===== src/rtl/lint2apb_master_if.sv =====
// Bus bundle for lint2apb_master: core-side LINT data port and APB master port.
// The master modport is the bridge's view; slave is the core/peripheral side.
interface lint2apb_master_if #(
    parameter int unsigned ADDR_W = 32,
    parameter int unsigned DATA_W = 32
) ();
    logic                  data_req_i;
    logic                  data_gnt_o;
    logic [ADDR_W-1:0]     data_addr_i;
    logic                  data_we_i;
    logic [DATA_W/8-1:0]   data_be_i;
    logic [DATA_W-1:0]     data_wdata_i;
    logic                  data_rvalid_o;
    logic [DATA_W-1:0]     data_rdata_o;
    logic                  data_err_o;
    logic [ADDR_W-1:0]     paddr_o;
    logic [DATA_W-1:0]     pwdata_o;
    logic                  pwrite_o;
    logic [DATA_W/8-1:0]   pstrb_o;
    logic                  psel_o;
    logic                  penable_o;
    logic                  pready_i;
    logic [DATA_W-1:0]     prdata_i;
    logic                  pslverr_i;

    modport master (
        input  data_req_i, data_addr_i, data_we_i, data_be_i, data_wdata_i,
        output data_gnt_o, data_rvalid_o, data_rdata_o, data_err_o,
        output paddr_o, pwdata_o, pwrite_o, pstrb_o, psel_o, penable_o,
        input  pready_i, prdata_i, pslverr_i
    );

    modport slave (
        output data_req_i, data_addr_i, data_we_i, data_be_i, data_wdata_i,
        input  data_gnt_o, data_rvalid_o, data_rdata_o, data_err_o,
        input  paddr_o, pwdata_o, pwrite_o, pstrb_o, psel_o, penable_o,
        output pready_i, prdata_i, pslverr_i
    );
endinterface


===== src/rtl/lint2apb_master.sv =====
// Single-outstanding LINT-to-APB bridge with an ACCESS-phase watchdog.
// timeout_o is registered and pulses in the RESP cycle of an aborted transfer.
module lint2apb_master #(
    parameter int unsigned APB_ADDR_WIDTH = 32,
    parameter int unsigned APB_DATA_WIDTH = 32,
    parameter int unsigned TIMEOUT_CYCLES = 256
) (
    input  logic              clk_i,
    input  logic              rst_ni,
    lint2apb_master_if.master bus,
    output logic              timeout_o
);
    localparam int unsigned BE_W = APB_DATA_WIDTH / 8;
    localparam int unsigned WD_W = (TIMEOUT_CYCLES > 1) ? $clog2(TIMEOUT_CYCLES) : 1;
    localparam logic [WD_W-1:0] WD_LAST =
        WD_W'((TIMEOUT_CYCLES == 0) ? 0 : TIMEOUT_CYCLES - 1);

    typedef enum logic [1:0] {IDLE, SETUP, ACCESS, RESP} state_e;

    state_e                    state_q, state_d;
    logic [APB_ADDR_WIDTH-1:0] paddr_q, paddr_d;
    logic [APB_DATA_WIDTH-1:0] pwdata_q, pwdata_d;
    logic                      pwrite_q, pwrite_d;
    logic [BE_W-1:0]           pstrb_q, pstrb_d;
    logic [APB_DATA_WIDTH-1:0] rdata_q, rdata_d;
    logic                      err_q, err_d;
    logic                      timeout_q, timeout_d;
    logic [WD_W-1:0]           wd_q, wd_d;
    logic                      grant;

    always_ff @(posedge clk_i or negedge rst_ni) begin
        if (!rst_ni) begin
            state_q   <= IDLE;
            paddr_q   <= '0;
            pwdata_q  <= '0;
            pwrite_q  <= 1'b0;
            pstrb_q   <= '0;
            rdata_q   <= '0;
            err_q     <= 1'b0;
            timeout_q <= 1'b0;
            wd_q      <= '0;
        end else begin
            state_q   <= state_d;
            paddr_q   <= paddr_d;
            pwdata_q  <= pwdata_d;
            pwrite_q  <= pwrite_d;
            pstrb_q   <= pstrb_d;
            rdata_q   <= rdata_d;
            err_q     <= err_d;
            timeout_q <= timeout_d;
            wd_q      <= wd_d;
        end
    end

    always_comb begin
        state_d   = state_q;
        paddr_d   = paddr_q;
        pwdata_d  = pwdata_q;
        pwrite_d  = pwrite_q;
        pstrb_d   = pstrb_q;
        rdata_d   = rdata_q;
        err_d     = err_q;
        timeout_d = 1'b0;
        wd_d      = wd_q;
        grant     = 1'b0;
        case (state_q)
            IDLE: begin
                grant = bus.data_req_i;
                if (bus.data_req_i) begin
                    paddr_d  = {bus.data_addr_i[APB_ADDR_WIDTH-1:2], 2'b00};
                    pwrite_d = bus.data_we_i;
                    pwdata_d = bus.data_wdata_i;
                    pstrb_d  = bus.data_we_i ? bus.data_be_i : '0;
                    state_d  = SETUP;
                end
            end
            SETUP: state_d = ACCESS;
            ACCESS: begin
                if (bus.pready_i) begin
                    rdata_d = pwrite_q ? '0 : bus.prdata_i;
                    err_d   = bus.pslverr_i;
                    state_d = RESP;
                end else if ((TIMEOUT_CYCLES != 0) && (wd_q == WD_LAST)) begin
                    rdata_d   = '0;
                    err_d     = 1'b1;
                    timeout_d = 1'b1;
                    state_d   = RESP;
                end else begin
                    wd_d = wd_q + 1'b1;
                end
            end
            RESP: begin
                wd_d    = '0;
                state_d = IDLE;
            end
            default: state_d = IDLE;
        endcase
    end

    // Grant is masked during reset so nothing looks accepted while held in reset.
    assign bus.data_gnt_o    = grant & rst_ni;
    assign bus.data_rvalid_o = (state_q == RESP);
    assign bus.data_rdata_o  = rdata_q;
    assign bus.data_err_o    = err_q;
    assign bus.paddr_o       = paddr_q;
    assign bus.pwdata_o      = pwdata_q;
    assign bus.pwrite_o      = pwrite_q;
    assign bus.pstrb_o       = pstrb_q;
    assign bus.psel_o        = (state_q == SETUP) || (state_q == ACCESS);
    assign bus.penable_o     = (state_q == ACCESS);
    assign timeout_o         = timeout_q;
endmodule


===== src/flat_wrapper.sv =====
// flat-port wrapper written by rule: the top's interface ports become plain ports
module lint2apb_master_flat 
#(
    parameter int unsigned APB_ADDR_WIDTH = 32,
    parameter int unsigned APB_DATA_WIDTH = 32,
    parameter int unsigned TIMEOUT_CYCLES = 256
)
  (clk_i, rst_ni, timeout_o, bus_data_req_i, bus_data_addr_i, bus_data_we_i, bus_data_be_i, bus_data_wdata_i, bus_data_gnt_o, bus_data_rvalid_o, bus_data_rdata_o, bus_data_err_o, bus_paddr_o, bus_pwdata_o, bus_pwrite_o, bus_pstrb_o, bus_psel_o, bus_penable_o, bus_pready_i, bus_prdata_i, bus_pslverr_i);
  lint2apb_master_if bus_i ();
  input  logic clk_i;
  input  logic rst_ni;
  output logic timeout_o;
  input wire logic [$bits(bus_i.data_req_i)-1:0] bus_data_req_i;
  input wire logic [$bits(bus_i.data_addr_i)-1:0] bus_data_addr_i;
  input wire logic [$bits(bus_i.data_we_i)-1:0] bus_data_we_i;
  input wire logic [$bits(bus_i.data_be_i)-1:0] bus_data_be_i;
  input wire logic [$bits(bus_i.data_wdata_i)-1:0] bus_data_wdata_i;
  output wire logic [$bits(bus_i.data_gnt_o)-1:0] bus_data_gnt_o;
  output wire logic [$bits(bus_i.data_rvalid_o)-1:0] bus_data_rvalid_o;
  output wire logic [$bits(bus_i.data_rdata_o)-1:0] bus_data_rdata_o;
  output wire logic [$bits(bus_i.data_err_o)-1:0] bus_data_err_o;
  output wire logic [$bits(bus_i.paddr_o)-1:0] bus_paddr_o;
  output wire logic [$bits(bus_i.pwdata_o)-1:0] bus_pwdata_o;
  output wire logic [$bits(bus_i.pwrite_o)-1:0] bus_pwrite_o;
  output wire logic [$bits(bus_i.pstrb_o)-1:0] bus_pstrb_o;
  output wire logic [$bits(bus_i.psel_o)-1:0] bus_psel_o;
  output wire logic [$bits(bus_i.penable_o)-1:0] bus_penable_o;
  input wire logic [$bits(bus_i.pready_i)-1:0] bus_pready_i;
  input wire logic [$bits(bus_i.prdata_i)-1:0] bus_prdata_i;
  input wire logic [$bits(bus_i.pslverr_i)-1:0] bus_pslverr_i;
  assign bus_i.data_req_i = bus_data_req_i;
  assign bus_i.data_addr_i = bus_data_addr_i;
  assign bus_i.data_we_i = bus_data_we_i;
  assign bus_i.data_be_i = bus_data_be_i;
  assign bus_i.data_wdata_i = bus_data_wdata_i;
  assign bus_data_gnt_o = bus_i.data_gnt_o;
  assign bus_data_rvalid_o = bus_i.data_rvalid_o;
  assign bus_data_rdata_o = bus_i.data_rdata_o;
  assign bus_data_err_o = bus_i.data_err_o;
  assign bus_paddr_o = bus_i.paddr_o;
  assign bus_pwdata_o = bus_i.pwdata_o;
  assign bus_pwrite_o = bus_i.pwrite_o;
  assign bus_pstrb_o = bus_i.pstrb_o;
  assign bus_psel_o = bus_i.psel_o;
  assign bus_penable_o = bus_i.penable_o;
  assign bus_i.pready_i = bus_pready_i;
  assign bus_i.prdata_i = bus_prdata_i;
  assign bus_i.pslverr_i = bus_pslverr_i;
  lint2apb_master #(.APB_ADDR_WIDTH(APB_ADDR_WIDTH), .APB_DATA_WIDTH(APB_DATA_WIDTH), .TIMEOUT_CYCLES(TIMEOUT_CYCLES)) u_core (.clk_i(clk_i), .rst_ni(rst_ni), .bus(bus_i), .timeout_o(timeout_o));
endmodule

===== config.mk =====
export PLATFORM = sky130hd
export DESIGN_NAME = lint2apb_master_flat
export DESIGN_NICKNAME = d
export VERILOG_FILES = /design/src/rtl/lint2apb_master_if.sv /design/src/rtl/lint2apb_master.sv /design/src/flat_wrapper.sv
export SDC_FILE = /design/constraint.sdc
export NUM_CORES = 1
export LEC_CHECK = 0
export ABC_AREA = 1
export BUFFER_PORTS_ARGS = -buffer_cell sky130_fd_sc_hd__buf_4
export CAP_MARGIN = 20
export CORE_ASPECT_RATIO = 0.75
export CORE_UTILIZATION = 47
export CTS_CLUSTER_DIAMETER = 80
export CTS_CLUSTER_SIZE = 8
export DETAILED_ROUTE_END_ITERATION = 7
export HOLD_SLACK_MARGIN = 0.08
export PLACE_DENSITY = 0.89
export SLEW_MARGIN = 40
export SYNTH_ARGS = -nofsm -noshare
export SYNTH_HDL_FRONTEND = slang
export SYNTH_SLANG_ARGS = --single-unit

===== constraint.sdc =====
create_clock -name clk_i -period 1.76 [get_ports clk_i]
set_input_delay 0.264 -clock clk_i [delete_from_list [all_inputs] [get_ports clk_i]]
set_output_delay 0.264 -clock clk_i [all_outputs]
set_load 0.005 [all_outputs]

; ---- After elaboration in Yosys (flattened, before gate mapping)
; Index checks and enable logic that the tools add are counted.
[totals]
regBits = 111
latch_bits = 0
ramBits = 0
mem_bits_ro = 0
in_bits = 106
out_inout_bits = 107
word_cells = 44
n_memories = 0
[classes]
n_addsub = 1
n_mul = 0
n_div = 0
order_cmp = 0
eq_ne = 8
shifts = 0
muxes = 17
n_bitwise = 1
n_reduce_logical = 8
[ops]
columns = operator, count
row1 = $mux 32, 3
row2 = $mux 8, 2
row3 = $pmux 8 s2, 1
row4 = $add 8x1->8 const B, 1
row5 = $eq 8x8->1 const B, 1
row6 = $pmux 2 s4, 1
row7 = $mux 1, 6
row8 = $mux 2, 3
row9 = $ne 2x2->1 const B, 3
row10 = $reduce_and 2->1, 3
row11 = $eq 2x2->1 const B, 2
row12 = $mux 4, 1
row13 = $reduce_bool 2->1, 2
row14 = $ne 3x1->1 const B, 1
row15 = $reduce_and 3->1, 1
row16 = $eq 2x1->1 const B, 1
row17 = $logic_not 2->1, 1
row18 = $and 1x1->1, 1
row19 = $logic_or 1x1->1, 1

; ---- Longest topological paths before layout
[depth]
word_depth = 4
mapped_depth = 10
mapped_depth_nobuf = 8

; ---- Worst setup path after synthesis
; OpenSTA, ideal clock, no wires.
[synth_timing]
path_kind = register -> register
startpoint = register u_core.wd_q[0]
endpoint = register u_core.rdata_q[11] (netlist: u_core.bus.data_rdata_o[11])
setup_ns = 0.130
arrival_time_ns = 1.312
required_ns = 1.630
setup_slack_ns = 0.318
path_stages_with_launch = 9
path_buffers = 1
synth_period_minus_slack_ns = 1.442
cell_sequence = dfrtp_1 > ha_1 > nand2_1 > nor2_1 > nand2_2 > nand2_2 > nand2_2 > clkbuf_1 > o21ai_1
[synth_via]
elab_chain_cells = 3
[synth_rtl]
columns = item, line_no
row1 = start: declaration, lint2apb_master.sv:28  ; logic [WD_W-1:0] wd_q, wd_d;
row2 = start signal: assignment, lint2apb_master.sv:51  ; wd_q <= wd_d;
row3 = $eq 8x8->1, lint2apb_master.sv:83  ; end else if ((TIMEOUT_CYCLES != 0) && (wd_q == WD_LAST)) begin
row4 = $reduce_bool 2->1 (no line), --
row5 = $reduce_and 2->1 (no line), --
row6 = end signal: assignment, lint2apb_master.sv:48  ; rdata_q <= rdata_d;
row7 = end: declaration, lint2apb_master.sv:25  ; logic [APB_DATA_WIDTH-1:0] rdata_q, rdata_d;
; Every way passes these cells.
; A chain may end at the register's enable or synchronous reset.

; ---- Worst setup path in the final report
[layout_timing]
startpoint = register u_core.state_q[1]
endpoint = output bus_data_gnt_o
[layout_via]
elab_chain_cells = 3
[layout_rtl]
columns = item, line_no
row1 = start: declaration, lint2apb_master.sv:20  ; state_e state_q, state_d;
row2 = start signal: assignment, lint2apb_master.sv:43  ; state_q <= state_d;
row3 = $logic_not 2->1, lint2apb_master.sv:66  ; case (state_q)
row4 = $mux 1, lint2apb_master.sv:66
row5 = $and 1x1->1, lint2apb_master.sv:101  ; assign bus.data_gnt_o = grant & rst_ni;
row6 = end: declaration, flat_wrapper.sv:18  ; output wire logic [$bits(bus_i.data_gnt_o)-1:0] bus_data_gnt_o;
; Every way passes these cells.

==> qor.yml <==
clocking:
  cts_tree: "yes"
  cts-buffers-inserted: 9
  cts_setup_buffers: 0
  numClockSinks: 111
  htree_levels: 3
  clk_pin_slew_worst_paths_ns: 0.07
  clk_path_buf_depth: 2
  clk_latency_ns: 0.34
  clk_root_buffer_cell: "clkbuf_16"
grt:
  grt_pass1_wl_mm: 19.0
  overflow: 0
  grt_usage_pct: 24.7
  grt_max_degree: 112
  grt_pass1_vias: 4118
  antenna_found_initial: 0
timing:
  worst_pin_slew_ns: 0.594
  hold_slack_ns: 0.113
  fmax_mhz: 609
  fin_crit_sh_pct: 93.3
  skew_ns: 0.00464
  tns_ns: 0
  drv_slew: 0
  max-slew-margin-rel_pct: 60.4
  rsz0062_at_grt: "false"
  finalHoldViolCount: 0
  setup-violations-final: 0
  period_needed_ns: 1.64
worst_setup_path:
  crit_type: "flip-flop to output port"
  cp.arrival_ns: 1.38
  start_kind: "flip-flop"
  rrSetupSlack_ns: 0.13
  cp.required_ns: 1.50
  critPathCaptureType: "output port"
  critPathMaxFanout: 9
logic_synthesis:
  yosysTopAreaCellShare_pct: 60.8
  syn-mean-instance-area_sq_um: 8.69
  ys_warn_count: 0
  ys_ff_latch: 111
  synth-seq-area-share_pct: 60.8
  yosysUniqueCellTypes: 20
  netlist_area_sq_um: 4570
  netlist_top_cells_area: "dfrtp_1, nand2_1, o21ai_2"
  synth_largest_area_cell: "dfrtp_1"
  synthCells: 526
die:
  die_area_sq_um: 10100
  die_w_microns: 116
  die_h_microns: 87.4
  fp.coreArea_sq_um: 9230
  rows: 30
  start_util_pct: 49.5
  ios: 213
detailed_routing:
  wl_mm: 12.0
  viasPerCell: 4.76
  initialDrtViolationCount: 143
  first_pass_iters: 4
  ant_nets: 0
  wl_per_cell_microns: 13.8
  route.detailed.drc: 0
  vias: 4135
power_and_ir_drop:
  clkPwrFrac_pct: 21.3
  vdd_drop_max_uv: 1050
  p_leak_nw: 3.69
  p_total_w: 0.0107
  p_sw_share_pct: 33.4
  pwr-share-comb_pct: 39.4
  powerDensity_nw_per_um2: 1610
  p_switching_w: 0.00358
  p_int_w: 0.00714
  p_seq_share_pct: 39.4
final_layout:
  ff_latch_area_sq_um: 2780
  fillCellCount: 680
  drive_gt1_share_pct: 35.1
  layout_commonest_cell: "nand2_1"
  syn_to_final_growth_pct: 46.0
  layout_common_cells: "nand2_1, buf_4, dfrtp_1, o21ai_1"
  utilization_pct: 72.3
  antenna_cells: 0
  multi_input_area_sq_um: 1640
  fin_nets: 846
place:
  place.gp.congestion: 0.818
  hpwl_mm: 8.73
  io_buffer_count: 208
run:
  drv_cap: 0
run_status:
  outcome: "finished, final reports clean"
worst_hold_path:
  hp-class: "input port to flip-flop"
-- layer usage --
layer / share of wire, % / GRT usage, % / up-vias / wire length, microns
met4: 2.2 / 8.28 / 0 / 261
met1: 39 / 28.0 / 1918 / 4650
met5: 0 / 0 / - / 0
met3: 9.8 / 10.3 / 21 / 1170
met2: 49 / 42.3 / 168 / 5890
li1: - / - / 2028 / -
-- worst max-delay path, stage by stage (launching register included) --
cell and delay [ns]:
dfrtp_1 0.41, inv_1 0.12, ha_4 0.16, nand2_4 0.10, nor2_1 0.11, buf_4 0.14
-- cell families (layout without fill, tap and decap cells) --
kind of cell | Yosys count | in the layout | synth area share [%]
compound gates | 38 | 38 | 5.23
xor+xnor | 1 | 1 | 0.192
fa+ha+maj | 5 | 5 | 1.37
buf+inv | 37 | 250 | 4.13
flops | 111 | 111 | 60.8
other cells | 1 | 2 | 0.0820
simple gates | 333 | 333 | 28.2
-- worst paths after layout --
path,from,end,cells after the start
worst min register to register,u_core.bus.pwdata_o[5]$_DFFE_PN0P_,u_core.bus.pwdata_o[5]$_DFFE_PN0P_,2
min in group asynchronous,rst_ni,u_core.bus.pwrite_o$_DFFE_PN0P_,3
max in group asynchronous,rst_ni,u_core.bus.pwdata_o[28]$_DFFE_PN0P_,3
worst min-delay path,bus_data_wdata_i[9],u_core.bus.pwdata_o[9]$_DFFE_PN0P_,3
worst max-delay path,u_core.state_q[1]$_DFFE_PN0P_,bus_data_gnt_o,5
worst max register to register,u_core.wd_q[0]$_DFFE_PN0P_,u_core.bus.data_rdata_o[19]$_DFFE_PN0P_,9
-- synthesized netlist by cell type (all sizes together) --
library cell,instances
o21ai,38
ha,5
dfrtp,111
buf,9
nor2,17
xor2,1
nand2,299
nand3,14
clkbuf,17
conb,1
nor3,2
inv,11
nor3b,1
-- power by group through the flow --
stage	combinational, W	clock [W]	sequential, W
2_1_floorplan	0.00176	0	0.00425
3_3_place_gp	0.00401	0	0.00418
3_5_place_dp	0.00421	0	0.00422
4_1_cts	0.00421	0.00233	0.00421
5_1_grt	0.00473	0.00245	0.00435
6_report	0.00422	0.00228	0.00422
-- final cells by class --
type | count | share of cell area, %
multi-input cells | 379 | 24.6
well taps | 128 | 2.40
flip-flops and latches | 111 | 41.6
repair buffers | 223 | 25.7
clock buffers | 11 | 3.49
inverters | 11 | 0.618
clock inverters | 5 | 1.59
-- registers in the layout, summed over array words and instances (netlist names) --
name and count:
u_core.bus.data_rdata_o 32, u_core.bus.pwdata_o 32, u_core.bus.paddr_o 30, u_core.wd_q 8
u_core.bus.pstrb_o 4, u_core.state_q 2, u_core.bus.data_err_o 1, u_core.bus.pwrite_o 1
u_core.timeout_o 1
-- stage by stage --
stage / cells / setup slack, ns / area, sq um
after floorplan: 527 / 0.318 / 4580
after global placement: 850 / 0.145 / 6290
after detailed placement: 850 / 0.0815 / 6290
after CTS: 867 / 0.0323 / 6640
after global routing: 868 / 0.00380 / 6680
final: 868 / 0.118 / 6680
-- timing repair --
item                                    CTS  global route
endpoints found under the hold margin   111             1
hold buffers                              1             1
endpoints found under the setup margin    1            16
gates resized for setup                   1             7
No activity file was read; power rests on OpenSTA's default activity.
